`config.mk`:
```
export PLATFORM = sky130hd
export DESIGN_NAME = rx_ts_queue_ctrl_flat
export DESIGN_NICKNAME = d
export VERILOG_FILES = /design/src/rtl/rx_ts_queue_ctrl_if.sv /design/src/rtl/rx_ts_queue_ctrl.sv /design/src/flat_wrapper.sv
export SDC_FILE = /design/constraint.sdc
export NUM_CORES = 1
export LEC_CHECK = 0
export CORE_ASPECT_RATIO = 0.9
export CORE_MARGIN = 4
export CORE_UTILIZATION = 50
export CTS_CLUSTER_SIZE = 10
export DETAILED_ROUTE_END_ITERATION = 8
export HOLD_SLACK_MARGIN = 0.08
export PLACE_DENSITY = 0.76
export SLEW_MARGIN = 20
export SYNTH_ARGS = -nofsm -noshare
export SYNTH_HDL_FRONTEND = slang
export SYNTH_SLANG_ARGS = --single-unit
```
`constraint.sdc`:
```
create_clock -name rx_clk -period 15.56 [get_ports rx_clk]
set_input_delay 3.112 -clock rx_clk [delete_from_list [all_inputs] [get_ports rx_clk]]
set_output_delay 3.112 -clock rx_clk [all_outputs]
set_load 0.02 [all_outputs]
```
`src/rtl/rx_ts_queue_ctrl_if.sv`:
```
// Signal bundle between the rx frame parser / TSU register block and rx_ts_queue_ctrl.
// master drives the parser and CPU-side controls; slave is the queue controller.
interface rx_ts_queue_ctrl_if #(
    parameter int AW = 2
) ();
    logic          enable_i;
    logic [15:0]   msgtype_mask_i;
    logic [AW:0]   int_thresh_i;
    logic          rxts_trig_i;
    logic          rxts_valid_i;
    logic [95:0]   sfd_ts_i;
    logic [3:0]    msgtype_i;
    logic [15:0]   seqid_i;
    logic [79:0]   src_port_id_i;
    logic          pop_i;
    logic          clr_i;
    logic          head_valid_o;
    logic [95:0]   head_ts_o;
    logic [3:0]    head_msgtype_o;
    logic [15:0]   head_seqid_o;
    logic [79:0]   head_src_port_id_o;
    logic [AW:0]   count_o;
    logic          ovf_o;
    logic [7:0]    drop_cnt_o;
    logic          int_o;

    modport master (
        output enable_i, msgtype_mask_i, int_thresh_i, rxts_trig_i, rxts_valid_i,
               sfd_ts_i, msgtype_i, seqid_i, src_port_id_i, pop_i, clr_i,
        input  head_valid_o, head_ts_o, head_msgtype_o, head_seqid_o,
               head_src_port_id_o, count_o, ovf_o, drop_cnt_o, int_o
    );

    modport slave (
        input  enable_i, msgtype_mask_i, int_thresh_i, rxts_trig_i, rxts_valid_i,
               sfd_ts_i, msgtype_i, seqid_i, src_port_id_i, pop_i, clr_i,
        output head_valid_o, head_ts_o, head_msgtype_o, head_seqid_o,
               head_src_port_id_o, count_o, ovf_o, drop_cnt_o, int_o
    );
endinterface

```
`src/rtl/rx_ts_queue_ctrl.sv`:
```
// Receive timestamp controller: pairs SFD trig with header valid, queues committed
// PTP events for the CPU side, tracks lost events and drives the rx PTP interrupt.
module rx_ts_queue_ctrl #(
    parameter int DEPTH = 4,
    parameter int AW    = 2,
    parameter int TMO   = 64
) (
    input logic               rx_clk,
    input logic               rx_rst_n,
    rx_ts_queue_ctrl_if.slave bus
);
    localparam int CW = $clog2(TMO);

    typedef enum logic {IDLE, ARMED} state_t;

    state_t          state_q, state_d;
    logic [CW-1:0]   tmo_q, tmo_d;
    logic [95:0]     ts_q, ts_d;
    logic [AW-1:0]   wptr_q, wptr_d, rptr_q, rptr_d;
    logic [AW:0]     count_q, count_d;
    logic            ovf_q, ovf_d;
    logic [7:0]      drop_q, drop_d;
    logic            int_q, int_d;
    logic            commit, drop_arm, pop_eff, full, push, lost;

    logic [95:0]     ts_mem  [DEPTH];
    logic [3:0]      mt_mem  [DEPTH];
    logic [15:0]     seq_mem [DEPTH];
    logic [79:0]     src_mem [DEPTH];

    always_comb begin
        state_d  = state_q;
        tmo_d    = tmo_q;
        ts_d     = ts_q;
        commit   = 1'b0;
        drop_arm = 1'b0;
        unique case (state_q)
            IDLE: begin
                if (bus.enable_i && bus.rxts_trig_i) begin
                    ts_d    = bus.sfd_ts_i;
                    tmo_d   = '0;
                    state_d = ARMED;
                end
            end
            ARMED: begin
                if (!bus.enable_i) begin
                    state_d = IDLE;
                end else if (bus.rxts_valid_i) begin
                    commit  = 1'b1;
                    state_d = IDLE;
                end else if (bus.rxts_trig_i) begin
                    ts_d     = bus.sfd_ts_i;
                    tmo_d    = '0;
                    drop_arm = 1'b1;
                end else if (tmo_q == CW'(TMO - 1)) begin
                    state_d  = IDLE;
                    drop_arm = 1'b1;
                end else begin
                    tmo_d = tmo_q + CW'(1);
                end
            end
            default: state_d = IDLE;
        endcase
        if (bus.clr_i) state_d = IDLE;
    end

    // A full queue still accepts a commit when the head is popped on the same edge.
    assign pop_eff = bus.pop_i && (count_q != '0);
    assign full    = (count_q == (AW+1)'(DEPTH));
    assign push    = commit && bus.msgtype_mask_i[bus.msgtype_i] && (!full || pop_eff);
    assign lost    = commit && bus.msgtype_mask_i[bus.msgtype_i] && full && !pop_eff;

    always_comb begin
        wptr_d  = push    ? wptr_q + AW'(1) : wptr_q;
        rptr_d  = pop_eff ? rptr_q + AW'(1) : rptr_q;
        count_d = count_q;
        if (push && !pop_eff)      count_d = count_q + (AW+1)'(1);
        else if (pop_eff && !push) count_d = count_q - (AW+1)'(1);
        ovf_d  = ovf_q | lost;
        drop_d = drop_q;
        if ((drop_arm || lost) && drop_q != 8'hFF) drop_d = drop_q + 8'd1;
        if (bus.clr_i) begin
            wptr_d  = '0;
            rptr_d  = '0;
            count_d = '0;
            ovf_d   = 1'b0;
            drop_d  = '0;
        end
        int_d = ovf_d || ((bus.int_thresh_i != '0) && (count_d >= bus.int_thresh_i));
    end

    always_ff @(posedge rx_clk or negedge rx_rst_n) begin
        if (!rx_rst_n) begin
            state_q <= IDLE;
            tmo_q   <= '0;
            ts_q    <= '0;
            wptr_q  <= '0;
            rptr_q  <= '0;
            count_q <= '0;
            ovf_q   <= 1'b0;
            drop_q  <= '0;
            int_q   <= 1'b0;
        end else begin
            state_q <= state_d;
            tmo_q   <= tmo_d;
            ts_q    <= ts_d;
            wptr_q  <= wptr_d;
            rptr_q  <= rptr_d;
            count_q <= count_d;
            ovf_q   <= ovf_d;
            drop_q  <= drop_d;
            int_q   <= int_d;
        end
    end

    always_ff @(posedge rx_clk) begin
        if (push && !bus.clr_i) begin
            ts_mem[wptr_q]  <= ts_q;
            mt_mem[wptr_q]  <= bus.msgtype_i;
            seq_mem[wptr_q] <= bus.seqid_i;
            src_mem[wptr_q] <= bus.src_port_id_i;
        end
    end

    // Head fields are forced to zero when empty so reset leaves every output at 0.
    assign bus.head_valid_o       = (count_q != '0);
    assign bus.head_ts_o          = bus.head_valid_o ? ts_mem[rptr_q]  : '0;
    assign bus.head_msgtype_o     = bus.head_valid_o ? mt_mem[rptr_q]  : '0;
    assign bus.head_seqid_o       = bus.head_valid_o ? seq_mem[rptr_q] : '0;
    assign bus.head_src_port_id_o = bus.head_valid_o ? src_mem[rptr_q] : '0;
    assign bus.count_o            = count_q;
    assign bus.ovf_o              = ovf_q;
    assign bus.drop_cnt_o         = drop_q;
    assign bus.int_o              = int_q;
endmodule

```
`src/flat_wrapper.sv`:
```
// flat-port wrapper written by rule: the top's interface ports become plain ports
module rx_ts_queue_ctrl_flat 
#(
    parameter int DEPTH = 4,
    parameter int AW    = 2,
    parameter int TMO   = 64
)
  (rx_clk, rx_rst_n, bus_enable_i, bus_msgtype_mask_i, bus_int_thresh_i, bus_rxts_trig_i, bus_rxts_valid_i, bus_sfd_ts_i, bus_msgtype_i, bus_seqid_i, bus_src_port_id_i, bus_pop_i, bus_clr_i, bus_head_valid_o, bus_head_ts_o, bus_head_msgtype_o, bus_head_seqid_o, bus_head_src_port_id_o, bus_count_o, bus_ovf_o, bus_drop_cnt_o, bus_int_o);
  rx_ts_queue_ctrl_if #(.AW(AW)) bus_i ();
  input logic rx_clk;
  input logic rx_rst_n;
  input wire logic [$bits(bus_i.enable_i)-1:0] bus_enable_i;
  input wire logic [$bits(bus_i.msgtype_mask_i)-1:0] bus_msgtype_mask_i;
  input wire logic [$bits(bus_i.int_thresh_i)-1:0] bus_int_thresh_i;
  input wire logic [$bits(bus_i.rxts_trig_i)-1:0] bus_rxts_trig_i;
  input wire logic [$bits(bus_i.rxts_valid_i)-1:0] bus_rxts_valid_i;
  input wire logic [$bits(bus_i.sfd_ts_i)-1:0] bus_sfd_ts_i;
  input wire logic [$bits(bus_i.msgtype_i)-1:0] bus_msgtype_i;
  input wire logic [$bits(bus_i.seqid_i)-1:0] bus_seqid_i;
  input wire logic [$bits(bus_i.src_port_id_i)-1:0] bus_src_port_id_i;
  input wire logic [$bits(bus_i.pop_i)-1:0] bus_pop_i;
  input wire logic [$bits(bus_i.clr_i)-1:0] bus_clr_i;
  output wire logic [$bits(bus_i.head_valid_o)-1:0] bus_head_valid_o;
  output wire logic [$bits(bus_i.head_ts_o)-1:0] bus_head_ts_o;
  output wire logic [$bits(bus_i.head_msgtype_o)-1:0] bus_head_msgtype_o;
  output wire logic [$bits(bus_i.head_seqid_o)-1:0] bus_head_seqid_o;
  output wire logic [$bits(bus_i.head_src_port_id_o)-1:0] bus_head_src_port_id_o;
  output wire logic [$bits(bus_i.count_o)-1:0] bus_count_o;
  output wire logic [$bits(bus_i.ovf_o)-1:0] bus_ovf_o;
  output wire logic [$bits(bus_i.drop_cnt_o)-1:0] bus_drop_cnt_o;
  output wire logic [$bits(bus_i.int_o)-1:0] bus_int_o;
  assign bus_i.enable_i = bus_enable_i;
  assign bus_i.msgtype_mask_i = bus_msgtype_mask_i;
  assign bus_i.int_thresh_i = bus_int_thresh_i;
  assign bus_i.rxts_trig_i = bus_rxts_trig_i;
  assign bus_i.rxts_valid_i = bus_rxts_valid_i;
  assign bus_i.sfd_ts_i = bus_sfd_ts_i;
  assign bus_i.msgtype_i = bus_msgtype_i;
  assign bus_i.seqid_i = bus_seqid_i;
  assign bus_i.src_port_id_i = bus_src_port_id_i;
  assign bus_i.pop_i = bus_pop_i;
  assign bus_i.clr_i = bus_clr_i;
  assign bus_head_valid_o = bus_i.head_valid_o;
  assign bus_head_ts_o = bus_i.head_ts_o;
  assign bus_head_msgtype_o = bus_i.head_msgtype_o;
  assign bus_head_seqid_o = bus_i.head_seqid_o;
  assign bus_head_src_port_id_o = bus_i.head_src_port_id_o;
  assign bus_count_o = bus_i.count_o;
  assign bus_ovf_o = bus_i.ovf_o;
  assign bus_drop_cnt_o = bus_i.drop_cnt_o;
  assign bus_int_o = bus_i.int_o;
  rx_ts_queue_ctrl #(.DEPTH(DEPTH), .AW(AW), .TMO(TMO)) u_core (.rx_clk(rx_clk), .rx_rst_n(rx_rst_n), .bus(bus_i));
endmodule
```
# After elaboration in Yosys (flattened, before gate mapping)
# Memories as Yosys holds them, arrays and structs flattened.
# Cells that the tools add are included.
# op_classes
n_addsub	6
order_cmp	2
n_eq_ne	8
muxes	44
bitwise	2
n_reduce_logical	25
# op_table
cell	n
two-way mux 96 bit	5
one-hot mux 96 bit (2 select lines)	1
two-way mux 80 bit	1
two-way mux 6 bit	5
two-way mux 1 bit	18
two-way mux 16 bit	1
two-way mux 8 bit	2
one-hot mux 6 bit (2 select lines)	1
logical AND 1 bit	11
two-way mux 3 bit	3
adder 8 x 1 -> 8 bit, second input constant	1
two-way mux 2 bit	4
inequality test 8 bit, second input constant	1
AND reduction 4 bit	2
adder 6 x 1 -> 6 bit, second input constant	1
equality test 6 bit, second input constant	1
inequality test 2 bit, second input constant	3
nonzero test 2 bit	3
nonzero test 3 bit	2
less-than comparator 4 x 5 -> 1 bit, second input constant	1
adder 2 x 1 -> 2 bit, second input constant	2
binary-select mux 1 bit (select 4 bit)	1
logical NOT 1 bit	4
two-way mux 4 bit	1
10 further kinds	12
# word_totals
ff_bits	120
ram_bits	784
input_bits	222
word_cells	100
n_memories	4
# memory_table
memory	words	width	rd	rd_ports_with_merged_regs	write_ports	line_no	rtl
u_core.ts_mem	4	96	1	0	1	rx_ts_queue_ctrl.sv:26	logic [95:0] ts_mem [DEPTH];
u_core.src_mem	4	80	1	0	1	rx_ts_queue_ctrl.sv:29	logic [79:0] src_mem [DEPTH];
u_core.seq_mem	4	16	1	0	1	rx_ts_queue_ctrl.sv:28	logic [15:0] seq_mem [DEPTH];
u_core.mt_mem	4	4	1	0	1	rx_ts_queue_ctrl.sv:27	logic [3:0] mt_mem [DEPTH];

# Depth between registers and ports, before layout
# Gate-level depths: netlist of run 1.
# depth
ltp_word	13
depth_mapped	14
ltp_nobuf	12

# Least setup slack after synthesis of run 1
# No wires, ideal clock.
# synth_timing
kind	input port to flip-flop
start	in bus_msgtype_i[0]
end	mem u_core.mt_mem[0][0], enable pin
setup_ps	1033
t_arrival_ps	18320
t_required_ps	14527
slack_ps	-3793
path_stages	7
n_path_buf	2
path_cell_list	buf_6 mux2i_1 a311oi_1 nand3_1 a21o_1 buf_2 nor3b_1
# synth_between
elab_chain_len	7
# synth_rtl
element	line_no	rtl
start: declaration	flat_wrapper.sv:18	input wire logic [$bits(bus_i.msgtype_i)-1:0] bus_msgtype_i;
binary-select mux 1 bit (select 4 bit)	rx_ts_queue_ctrl.sv:70	assign push = commit && bus.msgtype_mask_i[bus.msgtype_i] && (!full || pop_eff);
two-way mux 1 bit (not written as such)	rx_ts_queue_ctrl.sv:70	
logical AND 1 bit (2 in series)	rx_ts_queue_ctrl.sv:70	
logical AND 1 bit	rx_ts_queue_ctrl.sv:117	if (push && !bus.clr_i) begin
two-way mux 1 bit	rx_ts_queue_ctrl.sv:117	
two-way mux 1 bit (not written as such)	rx_ts_queue_ctrl.sv:119	mt_mem[wptr_q] <= bus.msgtype_i;
end: declaration	rx_ts_queue_ctrl.sv:27	
# Every way passes these cells. The select of a mux whose other input is x is not followed.

# Final worst setup path of run 1
# layout_timing
start	in bus_msgtype_i[0]
end	mem u_core.ts_mem[3][88], enable pin
# layout_between
elab_chain_len	7
# layout_rtl
element	line_no	rtl
binary-select mux 1 bit (select 4 bit)	rx_ts_queue_ctrl.sv:70	
two-way mux 1 bit (not written as such)	rx_ts_queue_ctrl.sv:70	
logical AND 1 bit (2 in series)	rx_ts_queue_ctrl.sv:70	
logical AND 1 bit	rx_ts_queue_ctrl.sv:117	
two-way mux 1 bit	rx_ts_queue_ctrl.sv:117	
two-way mux 1 bit (not written as such)	rx_ts_queue_ctrl.sv:118	ts_mem[wptr_q] <= ts_q;
end: declaration	rx_ts_queue_ctrl.sv:26	
# Every way passes these cells. The select of a mux whose other input is x is not followed.

==> out/metrics.yaml, run 1 <==
detailed_routing:
  post_drt_wl_per_cell_um: 23.8
  drcViolationCount: 0
  antenna_left: 0
  dr.first_iter.drc_count: 1218
  dr_total_vias: 17000
  postRouteWirelength_mm: 74.1
  firstDrtPassIters: 5
  post_drt_via_cell_ratio: 5.47
floorplanning:
  core_area_sq_mm: 0.0685
  die_w_um: 285
  pin_count: 432
  initial_core_util_pct: 50.5
  die_area_sq_mm: 0.0736
  die_h_um: 258
  row_count: 91
yosys:
  ys_async_sr_fraction_pct: 13.3
  compound_gate_portion_of_the_synthesized_area_pct: 0.527
  xor_xnor_cell_area_share_of_the_yosys_netlist_pct: 0.177
  synth_ff_type: "sky130_fd_sc_hd__edfxtp_1"
  yosys_register_bits: 904
  cells_after_synthesis: 1621
  average_cell_area_after_synthesis_sq_um: 21.4
  syn_area_sq_mm: 0.0346
  combinational_family_with_the_most_area_after_synthesis: "multiplexers"
  number_of_enable_flip_flop_cells_after_synthesis: 784
  synth_fa_ha_area_share_pct: 0.433
  yosys_cell_types: 44
  synth.yosys.seq_area_share_pct: 76.6
  yosys.area_share.simple_pct: 4.74
  synth.yosys.warnings: 0
  syn-num-nets: 1855
  synth_mux_area_share_pct: 16.3
clock_network:
  tritoncts_num_sinks: 904
  cts_made_buffers: 101
  clk-insertion-delay-late_ns: 0.63
  clk_root_buffer_cell: "sky130_fd_sc_hd__clkbuf_16"
  cts_tree: "built"
  cts_htree_levels: 3
  cts.repair.resized: 0
  clkSlewWorstSetupHoldPaths_ns: 0.06
  clk_path_buf_depth: 3
  post-cts-setup-buffers: 0
  post_cts_hold_buffers: 0
sta:
  timing.final.ws_setup_ns: 7.87
  fmax_mhz: 130
  final_hold_viol_count: 0
  finalClockSkew_ns: 0.0231
  number_of_max_slew_violations_in_the_final_report: 0
  final_setup_violation_count: 0
  timing.hold.ws_ns: 0.505
  timing.setup.tns_ns: 0
  rsz_0062_raised_after_global_routing: "no"
  worst-slew-pin-transition_ns: 1.10
  fin_crit_ns: 7.69
  timing.slew.headroom_pct: 26.5
  fin_crit_sh_pct: 49.4
power_and_ir_drop:
  cellInternalPower_mw: 4.93
  cellLeakagePower_nw: 14.0
  power_per_cell_area_mw_per_mm2: 159
  pwr-share-clk_pct: 31.0
  vdd.ir_drop.worst_mv: 0.102
  p_sw_mw: 1.93
  power_mw: 6.87
  p_sw_share_pct: 28.2
  power_frac_comb_pct: 28.1
  power.share.sequential_pct: 40.9
job:
  maxcap_viol_count: 0
worst_setup_path:
  critPathMostFrequentCell: "sky130_fd_sc_hd__buf_4"
  timing.critical_path.slowest_stage_cell: "sky130_fd_sc_hd__buf_4"
  crit_arrival_ns: 7.93
  required_ns: 15.80
  reg2reg_depth: 7
  slowest_delay_ns: 0.92
  crit_path_start: "bus_msgtype_i[0]"
  critPathKind: "in -> reg"
  worst_setup_end_kind: "flip-flop"
  crit_fanout: 65
  crit_chain: "clkdlybuf4s50_1, mux2i_1, a311oi_1, nand3_1, a21o_1, nor3b_2, buf_4, buf_4"
  regToRegEndpoint: "u_core.ts_mem[3][88]$_DFFE_PP_"
  reg2reg_slack_ns: 10.85
  timing.critical_path.from_type: "primary input"
  worstReg2RegStart: "u_core.state_q$_DFF_PN0_"
  crit_end: "u_core.ts_mem[3][88]$_DFFE_PP_"
cells_and_area:
  layout.nets: 2330
  stdcell_count: 3115
  syn_to_final_growth_pct: 24.3
  fill_cells: 4674
  drive_gt1_share_pct: 20.5
global_route:
  groute.usage.overall_pct: 20.1
  first_global_vias: 18300
  grt_antenna_before_repair: 9
  grt_start_max_net_pins: 176
  grt_first_pass_wirelength_mm: 112
  total_overflow_reported_by_the_global_router: 0
status:
  run_status: "finished clean"
placement:
  routabilityCongestion: 0.831
  post-place-cells: 2921
  port_buffers: 431
  dp_slack_ns: 7.20
  dp_hpwl_mm: 44.1
hold_path:
  worstHoldPathType: "reg -> reg"
cells in the final DEF, fill, tap and decap left out, types with 4 or more instances in the layout:
cell                              netlist  final
sky130_fd_sc_hd__nor2_1                17     16
sky130_fd_sc_hd__xor2_1                 5      5
sky130_fd_sc_hd__mux4_2               198    198
sky130_fd_sc_hd__edfxtp_1             784    784
sky130_fd_sc_hd__inv_1                 12     12
sky130_fd_sc_hd__clkdlybuf4s50_1        0    430
sky130_fd_sc_hd__nand2_1               12     12
sky130_fd_sc_hd__nor3b_2                0      4
sky130_fd_sc_hd__a21oi_1                7      7
sky130_fd_sc_hd__ha_1                  12     12
sky130_fd_sc_hd__clkbuf_16              0    103
sky130_fd_sc_hd__mux2_2                99     99
sky130_fd_sc_hd__and3_1                 6      6
sky130_fd_sc_hd__o21ai_0                4      4
sky130_fd_sc_hd__nand3_1                8      8
sky130_fd_sc_hd__clkbuf_1              57     79
sky130_fd_sc_hd__buf_4                  0     20
sky130_fd_sc_hd__dfrtp_1              120    118
sky130_fd_sc_hd__and2_1               199    199
sky130_fd_sc_hd__mux2i_1                6      6
power by group through the flow:
stage	clock, mW	sequential [mW]	combinational [mW]
after floorplan	0	2.82	1.11
after global routing	2.29	2.82	2.06
final	2.13	2.81	1.93
after CTS	2.17	2.81	1.97
after global placement	0	2.85	1.95
after detailed placement	0	2.86	1.96
state kept, by name, summed over array words and instances (netlist names):
register               count
u_core.ts_mem            384
u_core.tmo_q               6
u_core.rptr_q              2
u_core.wptr_q              2
u_core.bus.ovf_o           1
u_core.bus.count_o         3
u_core.ts_q               96
u_core.bus.drop_cnt_o      8
u_core.state_q             1
u_core.bus.int_o           1
u_core.src_mem           320
u_core.mt_mem             16
u_core.seq_mem            64
per-stage QoR:
step / instance area [sq um] / utilization [%]
after global placement: 40000 / 58.4
after detailed placement: 40000 / 58.4
after floorplan: 34600 / -
after global routing: 43000 / 62.8
final: 43100 / 62.8
after CTS: 43000 / 62.7
synthesized netlist by cell type, types with 2 or more instances:
master	instances	share of area [%]
sky130_fd_sc_hd__a21o_1	2	0.043
sky130_fd_sc_hd__a21oi_1	7	0.10
sky130_fd_sc_hd__a311oi_1	3	0.076
sky130_fd_sc_hd__and2_1	199	3.6
sky130_fd_sc_hd__and3_1	6	0.11
sky130_fd_sc_hd__and4_4	2	0.065
sky130_fd_sc_hd__buf_1	5	0.054
sky130_fd_sc_hd__buf_2	20	0.29
sky130_fd_sc_hd__buf_6	2	0.065
sky130_fd_sc_hd__clkbuf_1	57	0.62
sky130_fd_sc_hd__dfrtp_1	120	8.7
sky130_fd_sc_hd__edfxtp_1	784	68
sky130_fd_sc_hd__ha_1	12	0.43
sky130_fd_sc_hd__inv_1	12	0.13
sky130_fd_sc_hd__mux2_1	2	0.065
sky130_fd_sc_hd__mux2_2	99	3.2
sky130_fd_sc_hd__mux2i_1	6	0.17
sky130_fd_sc_hd__mux4_2	198	13
sky130_fd_sc_hd__nand2_1	12	0.13
sky130_fd_sc_hd__nand2b_1	2	0.036
sky130_fd_sc_hd__nand3_1	8	0.12
sky130_fd_sc_hd__nand4_1	3	0.054
sky130_fd_sc_hd__nor2_1	17	0.18
sky130_fd_sc_hd__nor2b_1	2	0.036
sky130_fd_sc_hd__nor3_1	2	0.029
sky130_fd_sc_hd__nor3b_1	5	0.11
sky130_fd_sc_hd__o21ai_0	4	0.058
sky130_fd_sc_hd__o21ai_1	2	0.029
sky130_fd_sc_hd__o21bai_1	2	0.043
sky130_fd_sc_hd__o311ai_1	2	0.051
sky130_fd_sc_hd__o31ai_1	2	0.043
sky130_fd_sc_hd__o41ai_1	2	0.051
sky130_fd_sc_hd__or2_1	2	0.036
sky130_fd_sc_hd__or3_1	2	0.036
sky130_fd_sc_hd__or4_1	2	0.043
sky130_fd_sc_hd__xnor2_1	2	0.051
sky130_fd_sc_hd__xor2_1	5	0.13
cell type report:
type	instances	area [sq um]	share of cell area, %
antenna	2	5.00	0.0116
clock buffer	185	2920	6.77
clock inverter	5	58.8	0.137
inverter	12	45.0	0.105
multi-input combinational	621	7730	18.0
sequential	904	26600	61.7
tap	930	1160	2.70
timing repair buffer	456	4580	10.6
critical path, delay by kind of cell:
kind	cells	cell delay (ns)
AO/OA/AOI/OAI	2	0.75
buffers and inverters	3	2.66
multiplexers	1	0.15
AND/OR/NAND/NOR	2	1.06
metal layers:
| layer | share of wire (%) | up-vias | routed length (um) | GRT usage (%) |
|---|---|---|---|---|
| met5 | 0.12 | - | 92 | 0 |
| met4 | 2.3 | 14 | 1740 | 5.66 |
| met3 | 7.2 | 123 | 5360 | 5.23 |
| met2 | 50 | 582 | 37100 | 32.5 |
| met1 | 40 | 8866 | 29800 | 27.6 |
| li1 | - | 7462 | - | - |
cell families after synthesis:
family / Yosys count
compound gates: 27
xor+xnor: 7
fa+ha+maj: 12
buf+inv: 96
flops: 904
mux: 305
simple gates: 270
how the worst min path moves through the flow:
stage | start | cells after the start | to
2_1_floorplan | u_core.ts_q[0]$_DFFE_PN0P_ | 0 | u_core.ts_mem[0][0]$_DFFE_PP_
3_3_place_gp | u_core.ts_q[63]$_DFFE_PN0P_ | 0 | u_core.ts_mem[0][63]$_DFFE_PP_
3_5_place_dp | u_core.ts_q[31]$_DFFE_PN0P_ | 0 | u_core.ts_mem[2][31]$_DFFE_PP_
4_1_cts | u_core.ts_q[31]$_DFFE_PN0P_ | 0 | u_core.ts_mem[0][31]$_DFFE_PP_
5_1_grt | u_core.ts_q[95]$_DFFE_PN0P_ | 0 | u_core.ts_mem[0][95]$_DFFE_PP_
6_report | u_core.ts_q[55]$_DFFE_PN0P_ | 0 | u_core.ts_mem[0][55]$_DFFE_PP_
No activity file was read; power rests on OpenSTA's default activity.
==> run 2: changes to the inputs <==
--- a/config.mk
+++ b/config.mk
@@ -7,11 +7,11 @@
 export LEC_CHECK = 0
 export CORE_ASPECT_RATIO = 0.9
 export CORE_MARGIN = 4
-export CORE_UTILIZATION = 50
+export CORE_UTILIZATION = 55
 export CTS_CLUSTER_SIZE = 10
 export DETAILED_ROUTE_END_ITERATION = 8
 export HOLD_SLACK_MARGIN = 0.08
-export PLACE_DENSITY = 0.76
+export PLACE_DENSITY = 0.79
 export SLEW_MARGIN = 20
 export SYNTH_ARGS = -nofsm -noshare
 export SYNTH_HDL_FRONTEND = slang
==> constraint.sdc (replaced) <==
create_clock -name rx_clk -period 7.5 [get_ports rx_clk]
set_input_delay 1.5 -clock rx_clk [delete_from_list [all_inputs] [get_ports rx_clk]]
set_output_delay 1.5 -clock rx_clk [all_outputs]
set_load 0.02 [all_outputs]
==> run 2 against run 1 <==
Via count rose by 1.3%. Non-clock buffer count fell by 5. Wire length fell by 0.36%. Cell area barely moved. Sequential power rose by 110%. Worst hold slack got worse by 0.0037 ns. Clock skew fell by 0.0055 ns. Highest routed layer unchanged.
==> out/metrics.yaml, run 2 (synthesized netlist as in run 1, its figures left out) <==
cells_and_area:
  fill_cells: 3871
  layout.core_utilization_pct: 68.9
  most_common_cell_after_layout_fill_and_taps_aside: "sky130_fd_sc_hd__edfxtp_1"
  multi_input_comb_area_sq_mm: 0.00775
  syn_to_final_growth_pct: 24.2
  area.sequential_sq_mm: 0.0266
  layout.nets: 2325
  max_ffs_per_register: 384
  final_instance_area_sq_mm: 0.0430
  drive_gt1_share_pct: 20.3
  largest_registers: "u_core.ts_mem: 384 flops, u_core.src_mem: 320 flops, u_core.ts_q: 96 flops"
  commonest_cells_after_routing_fill_and_taps_aside: "784 x sky130_fd_sc_hd__edfxtp_1, 430 x sky130_fd_sc_hd__clkdlybuf4s50_1, 199 x sky130_fd_sc_hd__and2_1"
  regMostFlops: "u_core.ts_mem"
  stdcell_count: 3030
placement:
  port_buffers: 431
  dp_slack_ns: 2.38
  dpl-instance-area_sq_mm: 0.0400
  routabilityCongestion: 0.816
  post-place-cells: 2832
  dp_hpwl_mm: 41.5
worst_setup_path:
  cpLargestDelayFamily: "buffers and inverters"
  reg2reg_depth: 10
  timing.critical_path.from_type: "flip-flop"
  worst_setup_end_kind: "output pin"
  timing.critical_path.slowest_stage_cell: "sky130_fd_sc_hd__dfrtp_4"
  critPathKind: "reg -> out"
  crit_fanout: 55
  required_ns: 6.00
  crit_chain: "buf_4, mux4_2, and2_1, clkdlybuf4s50_1"
  cp.depth: 4
  critical_path_buffer_and_inverter_count: 2
  slowest_delay_ns: 0.94
  crit_arrival_ns: 3.69
detailed_routing:
  antenna_left: 0
  post_drt_wl_per_cell_um: 24.4
  dr.first_iter.drc_count: 1709
  post_drt_via_cell_ratio: 5.70
  postRouteWirelength_mm: 73.8
  drcViolationCount: 0
  firstDrtPassIters: 6
  dr_total_vias: 17300
clock_network:
  cts_made_buffers: 101
  cts_tree: "built"
  post_cts_hold_buffers: 0
  post-cts-setup-buffers: 0
  clk_path_buf_depth: 3
  clkSlewWorstSetupHoldPaths_ns: 0.05
  clk_root_buffer_cell: "sky130_fd_sc_hd__clkbuf_16"
  clk-insertion-delay-late_ns: 0.63
  cts_htree_levels: 3
  cts.repair.resized: 0
  tritoncts_num_sinks: 904
global_route:
  grt_first_pass_wirelength_mm: 111
  groute.usage.overall_pct: 22.1
  total_overflow_reported_by_the_global_router: 0
  use_met3_pct: 6.04
  grt_most_used_layer: "met2"
  grt_antenna_before_repair: 16
  grt_start_max_net_pins: 193
  gr-usage-met1_pct: 30.5
  first_global_vias: 18100
  grt.met2_usage_pct: 35.7
sta:
  rsz_0062_raised_after_global_routing: "no"
  finalClockSkew_ns: 0.0177
  fin_crit_ns: 5.19
  timing.slew.headroom_pct: 34.7
  fmax_mhz: 193
  number_of_max_slew_violations_in_the_final_report: 0
  worst-slew-pin-transition_ns: 0.980
  timing.final.ws_setup_ns: 2.31
  timing.hold.ws_ns: 0.501
  timing.setup.tns_ns: 0
  final_hold_viol_count: 0
  fin_crit_sh_pct: 69.2
  final_setup_violation_count: 0
floorplanning:
  row_count: 87
  initial_core_util_pct: 55.4
  pin_count: 432
  core_area_sq_mm: 0.0625
  die_area_sq_mm: 0.0671
  die_h_um: 246
  die_w_um: 273
hold_path:
  timing.hold.worst_path_depth: 0
  worstHoldPathType: "reg -> reg"
status:
  run_status: "finished clean"
job:
  maxcap_viol_count: 0
power_and_ir_drop:
  power_mw: 14.2
  power_per_cell_area_mw_per_mm2: 330
  cellLeakagePower_nw: 14.1
  vdd.ir_drop.worst_mv: 0.404
==> run 2: changes by cell type in the layout (fill, tap and decap cells not counted) <==
| cell | previous run | this run |
|---|---|---|
| sky130_fd_sc_hd__diode_2 | 2 | 8 |
| sky130_fd_sc_hd__nor3b_2 | 4 | 0 |
| sky130_fd_sc_hd__buf_4 | 20 | 7 |
| sky130_fd_sc_hd__inv_6 | 2 | 4 |
| sky130_fd_sc_hd__clkinv_4 | 1 | 0 |
| sky130_fd_sc_hd__clkinv_8 | 2 | 1 |
| sky130_fd_sc_hd__clkinv_2 | 0 | 1 |
| sky130_fd_sc_hd__buf_16 | 2 | 1 |
| sky130_fd_sc_hd__buf_12 | 3 | 12 |
| sky130_fd_sc_hd__clkbuf_8 | 3 | 0 |
| sky130_fd_sc_hd__clkbuf_16 | 103 | 104 |
| sky130_fd_sc_hd__nor3b_4 | 0 | 4 |
==> run 2: layout make-up <==
| class | instances | share of cell area (%) |
|---|---|---|
| timing repair buffer | 451 | 10.8 |
| clock buffer | 183 | 6.74 |
| tap | 845 | 2.46 |
| inverter | 12 | 0.105 |
| clock inverter | 6 | 0.131 |
| multi-input combinational | 621 | 18.0 |
| sequential | 904 | 61.7 |
| antenna | 8 | 0.0465 |
==> run 2: routing by layer <==
metal	wire, um	vias to the layer above
met4	1510	12
met5	89	-
met2	36900	653
li1	-	7466
met3	5860	108
met1	29500	9022
==> run 2: path summary, 6_finish.rpt <==
path / start / slack (ns) / end
max reg2reg: u_core.state_q$_DFF_PN0_ / 4.23 / u_core.bus.int_o$_DFF_PN0_
min in group asynchronous: rx_rst_n / 0.93 / u_core.ts_q[72]$_DFFE_PN0P_
min: u_core.ts_q[23]$_DFFE_PN0P_ / 0.50 / u_core.ts_mem[2][23]$_DFFE_PP_
min reg2reg: u_core.ts_q[23]$_DFFE_PN0P_ / 0.50 / u_core.ts_mem[2][23]$_DFFE_PP_
max: u_core.rptr_q[1]$_DFFE_PN0P_ / 2.31 / bus_head_ts_o[4]
max in group asynchronous: rx_rst_n / 5.20 / u_core.ts_q[4]$_DFFE_PN0P_
==> run 2: where the power goes <==
part | internal, mW | total [mW] | switching [mW]
sequential | 5.66 | 5.81 | 0.158
clock | 2.59 | 4.41 | 1.82
combinational | 1.99 | 3.99 | 2.00
==> variant: new RTL, flow settings as in run 2 <==
Reset style: synchronous (`rx_rst_n`), changed in one clocked block.
--- a/src/rtl/rx_ts_queue_ctrl.sv
+++ b/src/rtl/rx_ts_queue_ctrl.sv
@@ -91,3 +91,3 @@
 
-    always_ff @(posedge rx_clk or negedge rx_rst_n) begin
+    always_ff @(posedge rx_clk) begin
         if (!rx_rst_n) begin
Formal check against the unedited RTL: differs if rx_rst_n is asserted again (counterexample within 4 cycles, from zero or initial values and one cycle with rx_rst_n low); with rx_rst_n held inactive, the same outputs for 4 cycles.
==> variant against run 2 <==
- synthesized cell count grew 14%
- largest cell class unchanged
- setup slack got worse by 0.024 ns
- synthesized area decreased by 0.29%
- global-route usage rose by 1.2 points
- cell count grew 5.7%
- final area shrank 0.86%
- count of clock-buffer cells in the layout fell by 22
- critical endpoint is now bus_head_src_port_id_o[27]
- wire length grew 5.5%
- sequential cell count up 2
Power is not compared: it rests on default switching activity, and its combinational part moved more than twofold at a synthesized area within 25%.
==> variant: results <==
export IMPL_outcome="finished, final reports clean"
export IMPL_gr_max_usage_layer="met2"
export IMPL_first_pass_iters=5
export IMPL_drtIter0Drc=1769
export IMPL_critPathArrivalTime_ns=3.72
export IMPL_crit_slowest_cell="nand2b_4"
export IMPL_netlist_top_cells_count="edfxtp_1, nand2_1, and2_1"
export IMPL_multiInputGateArea_um2=8130
export IMPL_vias=18300
export IMPL_slew_headroom=0.357
export IMPL_wl_met3_um=5740
export IMPL_clkbuf_count=161
export IMPL_drive_above_1_share=0.144
export IMPL_grt_pass1_vias=19100
export IMPL_max_stage_delay_ns=0.71
export IMPL_antenna_diode_count=6
export IMPL_r2r_start="u_core.bus.count_o[0]"
export IMPL_hp_start="u_core.ts_q[7]"
export IMPL_ys_types=40
export IMPL_hold_end="u_core.ts_mem[1][7]"
export IMPL_finClkSkew_ns=0.0142
export IMPL_largestRegisters="u_core.ts_mem: 384 flops, u_core.src_mem: 320 flops, u_core.ts_q: 96 flops"
export IMPL_nets=2529
export IMPL_syn_num_nets=2080
export IMPL_regToRegSetupSlack_ns=4.02
export IMPL_met2_length_um=38300
export IMPL_grt_max_degree=108
export IMPL_wl_met1_um=32100
export IMPL_grt_pass1_wl_um=118000
export IMPL_async_reset_ff_frac=0
export IMPL_io_buffers=431
export IMPL_buf_share=0.108
export IMPL_seq_share=0.609
export IMPL_met3_usage=0.0518
export IMPL_antenna_found_initial=14
export IMPL_grt_met2_usage=0.378
export IMPL_grtUsageTotal=0.233
export IMPL_nFlopsAndLatches=906
export IMPL_avgRoutedWirePerCell_um=24.3
export IMPL_inv_count=8
export IMPL_clock_area_frac=0.0667
export IMPL_grt_use_met1=0.327
export IMPL_cp_max_fo=97
export IMPL_r2r_cells=12
export IMPL_r2r_end="u_core.bus.int_o"
export IMPL_place_hpwl_um=45500
export IMPL_yosysSeqAreaShare=0.752
export IMPL_multi_input_gates=828
export IMPL_ys_top_cells_by_area="edfxtp_1, mux4_2, dfxtp_1, and2_1, nand2_1"
==> variant: report_power, final <==
group	switching, µW	leakage [µW]	total (µW)	internal (µW)
clock network	1810	0.00136	4310	2510
logic	151	0.00413	317	166
registers	32.0	0.00827	5520	5490
==> variant: per-stage QoR <==
step	hold slack [ns]	instances	instance area, µm²	worst slack (ns)
6_report	0.496	3202	42600	2.28
5_1_grt	0.517	3199	42600	2.07
4_1_cts	0.494	3196	42600	2.23
3_5_place_dp	0.485	3028	39800	1.86
3_3_place_gp	0.467	3028	39800	1.88
2_1_floorplan	0.460	1846	34500	2.04
==> variant: critical path, delay by kind of cell (launching register included) <==
family	cells	cell delay [ns]
adders and majority gates	1	0.27
buffers and inverters	3	1.35
and+or+nand+nor	2	0.99
DFF	1	0.40
==> variant: logic make-up (layout without fill, tap and decap cells) <==
| logic type | Yosys count | in the layout | share of synthesized area |
|---|---|---|---|
| DFF | 906 | 906 | 0.752 |
| and+or+nand+nor | 465 | 465 | 0.0678 |
| muxes | 208 | 208 | 0.131 |
| AOI/OAI and AO/OA | 134 | 134 | 0.0286 |
| buffers and inverters | 112 | 626 | 0.0133 |
| adders and majority gates | 12 | 12 | 0.00435 |
| xor gates and xnor gates | 9 | 9 | 0.00228 |
| other | 0 | 6 | 0 |
==> variant: worst max-delay path by stage <==
| stage | cells after the start | to | startpoint |
|---|---|---|---|
| after floorplan | 6 | u_core.mt_mem[0][0] | bus_msgtype_i[2] |
| after global placement | 7 | u_core.ts_mem[1][38] | bus_msgtype_i[2] |
| after detailed placement | 7 | u_core.ts_mem[1][38] | bus_msgtype_i[2] |
| after CTS | 4 | bus_head_ts_o[51] | flip-flop |
| after global routing | 6 | bus_head_seqid_o[4] | u_core.bus.count_o[0] |
| final | 6 | bus_head_src_port_id_o[27] | u_core.bus.count_o[0] |
